===== src/rtl/jpeg_tp_pkg.sv =====
// Shared constants and helpers for the DCT-path transpose buffer.
package jpeg_tp_pkg;

    // Block dimension and element width for the stage-1 to stage-2 hop
    localparam int unsigned TP_N          = 8;
    localparam int unsigned TP_ELEM_W     = 9;
    // Element width for the stage-2 to quantiser hop
    localparam int unsigned ELEM_W_STAGE2 = 10;

    // Counter width for a 0..value-1 range; never narrower than one bit
    function automatic int unsigned clog2(input int unsigned value);
        int unsigned width;
        width = 1;
        while ((64'd1 << width) < 64'(value)) begin
            width = width + 1;
        end
        return width;
    endfunction

endpackage


===== src/rtl/tp_bank.sv =====
// One N x N element bank: whole-row write port, combinational row/column read port.
module tp_bank
    import jpeg_tp_pkg::*;
#(
    parameter int unsigned N      = TP_N,
    parameter int unsigned ELEM_W = TP_ELEM_W
) (
    input  logic                      clk,
    input  logic                      wr_en,
    input  logic [clog2(N)-1:0]       wr_row,
    input  logic [N*ELEM_W-1:0]       wr_data,
    input  logic [clog2(N)-1:0]       rd_idx,
    input  logic                      rd_tp,
    output logic [N*ELEM_W-1:0]       rd_data
);

    logic [ELEM_W-1:0] mem [N][N];

    // Storage is deliberately not reset; the owner's full flag qualifies it
    always_ff @(posedge clk) begin
        if (wr_en) begin
            for (int c = 0; c < int'(N); c++) begin
                mem[wr_row][c] <= wr_data[c*ELEM_W +: ELEM_W];
            end
        end
    end

    // Transpose reads column rd_idx across all rows; pass-through reads row rd_idx
    always_comb begin
        rd_data = '0;
        for (int i = 0; i < int'(N); i++) begin
            rd_data[i*ELEM_W +: ELEM_W] = rd_tp ? mem[i][rd_idx] : mem[rd_idx][i];
        end
    end

endmodule


===== src/rtl/tp_pingpong_buf.sv =====
// Ping-pong transpose buffer: rows fill one bank while the other drains columns.
// Optional block-end marker passthrough is built when TP_LAST_EN is defined.
module tp_pingpong_buf
    import jpeg_tp_pkg::*;
#(
    parameter int unsigned N      = TP_N,
    parameter int unsigned ELEM_W = TP_ELEM_W
) (
    input  logic                  clk,
    input  logic                  reset,
    input  logic                  clear,
    input  logic                  in_valid,
    output logic                  in_ready,
    input  logic [N*ELEM_W-1:0]   in_data,
    input  logic                  in_tp,
    output logic                  out_valid,
    input  logic                  out_ready,
    output logic [N*ELEM_W-1:0]   out_data
`ifdef TP_LAST_EN
    ,
    input  logic                  in_last,
    output logic                  out_last
`endif
);

    localparam int unsigned CW   = clog2(N);
    localparam logic [CW-1:0] LAST = CW'(N - 1);

    logic          wr_bank;
    logic          rd_bank;
    logic [CW-1:0] wr_row;
    logic [CW-1:0] rd_idx;
    logic [1:0]    full;
    logic [1:0]    mode;
    logic          wr_fire;
    logic          rd_fire;
    logic [N*ELEM_W-1:0] rd_data0;
    logic [N*ELEM_W-1:0] rd_data1;

    // Handshakes are qualified only by registered flags, so a freed bank opens next cycle
    always_comb begin
        in_ready  = !full[wr_bank] && !clear;
        out_valid = full[rd_bank];
        wr_fire   = in_valid && in_ready;
        rd_fire   = out_valid && out_ready;
        out_data  = rd_bank ? rd_data1 : rd_data0;
    end

    // Pointer, counter and per-bank flag update; write and read sides never touch the same bank
    always_ff @(posedge clk or negedge reset) begin
        if (!reset) begin
            wr_bank <= 1'b0;
            rd_bank <= 1'b0;
            wr_row  <= '0;
            rd_idx  <= '0;
            full    <= '0;
            mode    <= '0;
        end else if (clear) begin
            wr_bank <= 1'b0;
            rd_bank <= 1'b0;
            wr_row  <= '0;
            rd_idx  <= '0;
            full    <= '0;
            mode    <= '0;
        end else begin
            if (wr_fire) begin
                if (wr_row == '0) begin
                    mode[wr_bank] <= in_tp;
                end
                if (wr_row == LAST) begin
                    wr_row        <= '0;
                    full[wr_bank] <= 1'b1;
                    wr_bank       <= ~wr_bank;
                end else begin
                    wr_row <= wr_row + 1'b1;
                end
            end
            if (rd_fire) begin
                if (rd_idx == LAST) begin
                    rd_idx        <= '0;
                    full[rd_bank] <= 1'b0;
                    rd_bank       <= ~rd_bank;
                end else begin
                    rd_idx <= rd_idx + 1'b1;
                end
            end
        end
    end

`ifdef TP_LAST_EN
    logic [1:0] last_flag;

    // Block-end marker captured with the final row of each bank
    always_ff @(posedge clk or negedge reset) begin
        if (!reset) begin
            last_flag <= '0;
        end else if (clear) begin
            last_flag <= '0;
        end else if (wr_fire && wr_row == LAST) begin
            last_flag[wr_bank] <= in_last;
        end
    end

    // Marker accompanies only the final vector of the block
    always_comb begin
        out_last = last_flag[rd_bank] && (rd_idx == LAST) && out_valid;
    end
`endif

    tp_bank #(
        .N      (N),
        .ELEM_W (ELEM_W)
    ) u_bank0 (
        .clk     (clk),
        .wr_en   (wr_fire && !wr_bank),
        .wr_row  (wr_row),
        .wr_data (in_data),
        .rd_idx  (rd_idx),
        .rd_tp   (mode[0]),
        .rd_data (rd_data0)
    );

    tp_bank #(
        .N      (N),
        .ELEM_W (ELEM_W)
    ) u_bank1 (
        .clk     (clk),
        .wr_en   (wr_fire && wr_bank),
        .wr_row  (wr_row),
        .wr_data (in_data),
        .rd_idx  (rd_idx),
        .rd_tp   (mode[1]),
        .rd_data (rd_data1)
    );

endmodule


===== config.mk =====
export PLATFORM = sky130hd
export DESIGN_NAME = tp_pingpong_buf
export DESIGN_NICKNAME = d
export VERILOG_FILES = /design/src/rtl/jpeg_tp_pkg.sv /design/src/rtl/tp_bank.sv /design/src/rtl/tp_pingpong_buf.sv
export SDC_FILE = /design/constraint.sdc
export NUM_CORES = 2
export LEC_CHECK = 0
export CORE_ASPECT_RATIO = 0.9
export CORE_MARGIN = 2
export CORE_UTILIZATION = 36
export CTS_CLUSTER_SIZE = 20
export DETAILED_ROUTE_END_ITERATION = 16
export PLACE_DENSITY_LB_ADDON = 0.25
export SYNTH_ARGS = -nofsm -noshare
export SYNTH_HDL_FRONTEND = slang
export SYNTH_HIERARCHICAL = 1
export SYNTH_SLANG_ARGS = --single-unit

===== constraint.sdc =====
create_clock -name clk -period 9.62 [get_ports clk]
set_input_delay 1.924 -clock clk [delete_from_list [all_inputs] [get_ports clk]]
set_output_delay 1.924 -clock clk [all_outputs]
set_load 0.01 [all_outputs]

**After elaboration in Yosys (flattened, before gate mapping)**

Memory sizes are Yosys's and may differ from the RTL's.
Index checks and enable logic that the tools add are counted.

- Register bits: 12
- RAM bits: 1152
- Bits of input ports: 78
- Output and inout port bits: 74
- Logic and storage cells: 141
- Memories: 2

Memories:

| name | words | bits a word | rd ports | clocked after Yosys merged registers in | wr ports | line | text |
|---|---|---|---|---|---|---|---|
| u_bank0.mem | 8 | 72 | 9 | 0 | 1 | tp_bank.sv:17 | `logic [ELEM_W-1:0] mem [N][N];` |
| u_bank1.mem | 8 | 72 | 9 | 0 | 1 | tp_bank.sv:17 |  |

- Add/sub/neg operators: 2
- Order comparisons: 5
- Equal/unequal tests: 2
- Multiplexer cells: 99
- Bitwise logic cells: 6
- Reductions and logical operators: 19

Operators by type and width:

| operator | count |
|---|---|
| $bmux W9 S3 | 16 |
| $mux W9 | 48 |
| $mux W72 | 1 |
| $mux W2 | 9 |
| $mux W3 | 6 |
| $mux W1 | 16 |
| $reduce_bool A2 Y1 | 5 |
| $logic_and A1 B1 Y1 | 7 |
| $add A3 B1 Y3 const B | 2 |
| $eq A3 B3 Y1 const B | 2 |
| $reduce_and A2 Y1 | 3 |
| $ge A4 B4 Y1 const B | 1 |
| $lt A1 B2 Y1 const B | 2 |
| $not A3 Y4 | 1 |
| $logic_not A1 Y1 | 3 |
| $logic_not A3 Y1 | 1 |
| $and A2 B2 Y2 | 1 |
| $bwmux W2 | 1 |
| $demux W1 S1 | 2 |
| $ge A1 B1 Y1 const B | 2 |
| $not A1 Y1 | 2 |
| $not A2 Y2 | 1 |
| $or A2 B2 Y2 | 1 |

**Depth between registers and ports, before layout**

- Depth in word-level cells: 12
- Mapped depth: 10
- Mapped depth without buffers: 5

**Modules after synthesis**

Netlist, hierarchy kept.

Modules (own cells, without submodules):

| module | instances | cells an instance | area each (um2) |
|---|---|---|---|
| tp_bank (u_bank0) | 1 | 1126 | 26133.8 |
| tp_bank (u_bank1) | 1 | 1225 | 25819.8 |
| tp_pingpong_buf | 1 | 150 | 1510.2 |

**Least setup slack after synthesis**

OpenSTA, ideal clock, no wires.

- Kind: in2reg
- From: input clear
- To: memory u_bank0/mem[0][0] in the netlist's numbering, enable pin
- Arrival: 7501 ps
- Data required time: 9029 ps
- Path slack: 1529 ps
- Stages: 6
- Path buffers: 1
- Cells stage by stage: clkbuf_1 -> nor2b_1 -> nand2_1 -> nor2_1 -> nand2b_1 -> nor3_1

- Cells in the longest elaborated chain, start to end: 6

RTL lines:

| what | line | text |
|---|---|---|
| from (decl) | tp_pingpong_buf.sv:11 | `input logic clear,` |
| $logic_not A1 Y1 | tp_pingpong_buf.sv:42 | `in_ready = !full[wr_bank] && !clear;` |
| $logic_and A1 B1 Y1 | tp_pingpong_buf.sv:42 |  |
| $logic_and A1 B1 Y1 | tp_pingpong_buf.sv:44 | `wr_fire = in_valid && in_ready;` |
| $logic_and A1 B1 Y1 | tp_pingpong_buf.sv:115 | `.wr_en (wr_fire && !wr_bank),` |
| $mux W1 | tp_bank.sv:21 | `if (wr_en) begin` |
| $mux W1 (not written as such) | tp_bank.sv:23 | `mem[wr_row][c] <= wr_data[c*ELEM_W +: ELEM_W];` |
| to (decl) | tp_bank.sv:17 |  |

No other way between the ends.

**Worst setup path in the final report**

- From: register rd_idx[1]
- To: output out_data[26]

- Cells in the longest elaborated chain, start to end: 6
- Elaborated cells on any way between the ends: 12
- Classes of those cells: 9 x mux; 1 x bitwise; 2 x memory

RTL lines:

| what | line | text |
|---|---|---|
| from (decl) | tp_pingpong_buf.sv:32 | `logic [CW-1:0] rd_idx;` |
| from (signal assigned) | tp_pingpong_buf.sv:84 | `rd_idx <= rd_idx + 1'b1;` |
| $not A3 Y4 (not written as such) | tp_bank.sv:32 | `rd_data[i*ELEM_W +: ELEM_W] = rd_tp ? mem[i][rd_idx] : mem[rd_idx][i];` |
| $bmux W9 S3 | tp_bank.sv:32 |  |
| $mux W9 (not written as such) (2 in a row) | tp_bank.sv:32 |  |
| $mux W9 (*) | tp_bank.sv:32 |  |
| named net rd_data0[26] | tp_pingpong_buf.sv:37 | `logic [N*ELEM_W-1:0] rd_data0;` |
| $mux W72 (*) | tp_pingpong_buf.sv:46 | `out_data = rd_bank ? rd_data1 : rd_data0;` |
| to (decl) | tp_pingpong_buf.sv:18 | `output logic [N*ELEM_W-1:0] out_data` |

Mark *: on every way through the listed nets, which the timed path passes. The rest lies on a longest branch. The select of a mux whose other input is x is not followed.

==> results <==
- The flow ran to the end, and the final reports show no timing, DRC or antenna violations.
- The synthesized instance count is around 2500.
- Leaving out fill and tap cells, the most frequent cell in the layout is sky130_fd_sc_hd__edfxtp_1.
- The worst clock skew is 22.3 ps.
- Measured along the y axis, the die boundary spans roughly 370 um.
- The first global-routing pass estimated 218000 um of wire.
- The area of the die is 0.152 mm2.
- The startpoint type of the worst setup path is a flip-flop.
- Dividing the final minimum period by the clock period gives 0.693.
- The top cell types in the final layout, fill and taps aside, are sky130_fd_sc_hd__edfxtp_1, sky130_fd_sc_hd__mux4_2, sky130_fd_sc_hd__clkdlybuf4s50_1.
- The fraction of power consumed by sequential logic is 0.513.
- The mean cell area of the mapped netlist is about 21 um2.
- For this block, the via count after detailed routing is 28500.
- The share of total power in the clock network is 0.453.
- The met2 global-route usage is 0.296.
- The initial antenna violation count was 32.
- The min-delay analysis places its worst path in the category flip-flop to flip-flop.
- The number of max-slew violations in the final report is 0.
- The setup check on the worst reg-to-reg path leaves a slack of about 6000 ps.
- Once the clock tree was built, the setup fixing pass inserted 0 buffers.
- The capturing element type of the critical path is an output port.
- The logic gate share of total power is 0.034.
- Counting every net in the synthesized netlist gives about 2600.
- The maximum frequency from static timing analysis is between 0.15 and 0.2 GHz.
- The analysis attributes to cell leakage a power of 17.7 nW.
- The via count of the first global-routing pass is around 30000.
- The root buffer selected by CTS is sky130_fd_sc_hd__clkbuf_16.
- After global routing the overflow that remains totals 0.
- The minimum setup slack in the final design is a little under 3000 ps.
- The clock transition at the register clock pins on the worst setup and hold paths after CTS is approximately 50 ps.
- The number of synthesized flops with an enable pin is approximately 1200.
- The number of clock buffers added by TritonCTS is between 100 and 150.
- The synthesized area is 0.0535 mm2.
- The internal cell power is between 8 and 9 mW.
- The area overhead of the layout relative to synthesis is 14.4%.
- The number of nets with antenna violations after routing is 0.
- For the worst setup path, the data required time is 7700 ps.
- The wire-length estimate of the detail-placed layout is 96100 um.
- The power per cell area is approximately 180 mW/mm2.
- The number of buffers between clock root and the deepest sink is 3.
- The area of the placeable core is 0.148 mm2.
- The count of port buffers added during placement is roughly 150.
- The final cell count without fillers is between 4000 and 5000.
- The floorplan die width is between 400 and 500 um.
- The average via count per standard cell is between 6 and 7.
- In the final layout, the share of cells above drive strength 1 is 0.349.
- The number of hold buffers added after CTS is 0.
- The Yosys step of the flow raised 6 warnings.
- The class of the most critical setup path is flip-flop to output port.
- The largest net degree at the start of global routing is 141.
- TritonCTS built the clock tree.
- The first detailed-routing pass ran for 5 iterations.
- The most utilized layer in the global route result is met2.
- The routed design has ~150000 um of wire.
- Counting distinct cell types in the post-synthesis netlist gives 49.
- In this run, placement finished with an instance count of roughly 4500.
- The global-route met1 utilization is 0.278.
- The critical path data arrival time is between 4000 and 5000 ps.
- The later pin in the worst-skew pair is clocked with a latency of approximately 740 ps.
- The number of cells on the worst hold path is 2.
- After synthesis the netlist holds a flip-flop and latch count of roughly 1200.
- The post-detailed-route wirelength per cell is about 32 um.
- For this configuration, the core starts out at a cell density of 0.362.
- The finished cells cover around 0.061 mm2.
- The post-synthesis sequential area ratio is 0.653.
- The clock tree synthesis step divided the H-tree into 4 levels.
- At the placement stage, the worst setup path has a slack of 3750 ps.
- In the synthesized netlist the dominant register cell turns out to be sky130_fd_sc_hd__edfxtp_1.
- Of all flip-flops after synthesis, the portion carrying an async set or reset was 0.0103.
- The total I/O pin count is roughly 150.
- The count of nets after finishing is approximately 2700.
- For this run, the total global-route usage over all layers was measured as 0.199.
- The final setup violation count is 0.
- The number of standard-cell rows in the floorplan is roughly 130.
- The path depth of the worst reg2reg path is 6.
- The maximum fanout along the worst path is slightly above 80.
- For this design the total switching power over the nets is between 2 and 2.5 mW.
- The clock net sink count is around 1200.
- The portion of synthesized cell area occupied by the leading cell type is 0.647.
- The total negative slack for setup checks is 0 ps.
- The first-iteration detailed-routing DRC count is about 3100.
- The post-cts sizing count is 0.
- The actual transition at the worst max-transition pin is about 1300 ps.
- The DRC violation count after routing is 0.
- The final RePlAce weighted congestion is a little over 0.8.
- The library cell occupying the most area in the post-synthesis netlist is sky130_fd_sc_hd__edfxtp_1.
- In the global route stage, met3 resource usage came out at 0.0640.
- By area the synthesized netlist is led by sky130_fd_sc_hd__edfxtp_1, sky130_fd_sc_hd__mux4_2, sky130_fd_sc_hd__mux2_2.
- For this run, the share of the core covered by cells in the final layout is 0.413.
- In this run the tightest slew margin relative to its limit is 0.130.
- The clock period could shrink to roughly 6700 ps.
- The number of hold-slack violations in the final timing report is 0.
- Setup repair after global routing left no endpoint under its margin.
- The switching power share of the total is 0.208.
- The worst-case IR drop observed on VDD is between 0.15 and 0.2 mV.
- The placement-stage cell area is roughly 0.057 mm2.
- The number of max-cap violations is 0.
## path summary, 6_finish.rpt
check / endpoint / from
setup / recovery: out_data[26] / rd_idx[1]
hold / removal: mode[1] / mode[1]
setup reg to reg: u_bank0/mem[7][14] / wr_bank
hold reg to reg: mode[1] / mode[1]
max in group asynchronous: mode[0] / reset
min in group asynchronous: rd_bank / reset
## critical path: stages, from the launching register on
cell                              delay, ps
sky130_fd_sc_hd__dfrtp_4                970
sky130_fd_sc_hd__buf_4                  960
sky130_fd_sc_hd__mux4_2                 660
sky130_fd_sc_hd__mux4_2                 490
sky130_fd_sc_hd__mux2_2                 290
sky130_fd_sc_hd__clkdlybuf4s50_1        490
## final cells by class
class	instances	area [um2]
Inverter	14	52.6
Timing Repair Buffer	197	1970
Clock buffer	160	3490
Fill cell	12800	86700
Tap cell	1972	2470
Antenna cell	7	17.5
Sequential cell	1164	34900
Multi-Input combinational cell	1127	17500
Clock inverter	71	749
## per-stage QoR
stage / hold WS [ps] / power (mW)
after floorplan: 505 / 5.87
after global placement: 546 / 6.12
after detailed placement: 546 / 6.13
after CTS: 555 / 11.1
after global routing: 599 / 11.3
final: 566 / 11.0
## layer usage
layer  routed length [um]  part of all wire  vias to the layer above
li1                     -                 -                    11300
met1                63600              0.42                    15500
met2                68700              0.45                     1365
met3                15100              0.10                      229
met4                 3570             0.024                       40
met5                  254            0.0017                        -
## cell usage after synthesis, drive strengths merged (10+ instances only)
master / number
nand2b: 12
a22o: 17
o21ai: 10
clkbuf: 52
inv: 14
a22oi: 22
edfxtp: 1152
buf: 144
mux2i: 38
o22ai: 79
a21oi: 33
a221o: 28
a221oi: 10
nand2: 53
dfrtp: 12
mux2: 83
mux4: 602
nor2: 63
## registers in the layout, summed over array words and instances (netlist names)
name / flops
full: 2
mode: 2
rd_bank: 1
rd_idx: 3
u_bank0/mem: 576
u_bank1/mem: 576
wr_bank: 1
wr_row: 3
## power by group through the flow
stage / clock network (mW) / registers, mW / logic, mW
after CTS: 5.09 / 5.64 / 0.380
after floorplan: 0 / 5.74 / 0.131
after global routing: 5.28 / 5.64 / 0.398
final: 4.98 / 5.64 / 0.373
after detailed placement: 0 / 5.75 / 0.378
after global placement: 0 / 5.75 / 0.372
## logic make-up after synthesis
logic type / count (synthesis) / synth area share
compound gates: 235 / 0.0314
mux: 723 / 0.278
buf+inv: 210 / 0.0232
fa+ha+maj: 5 / 0.00117
simple gates: 164 / 0.0134
flops: 1164 / 0.653
No activity file was read; power rests on OpenSTA's default activity.
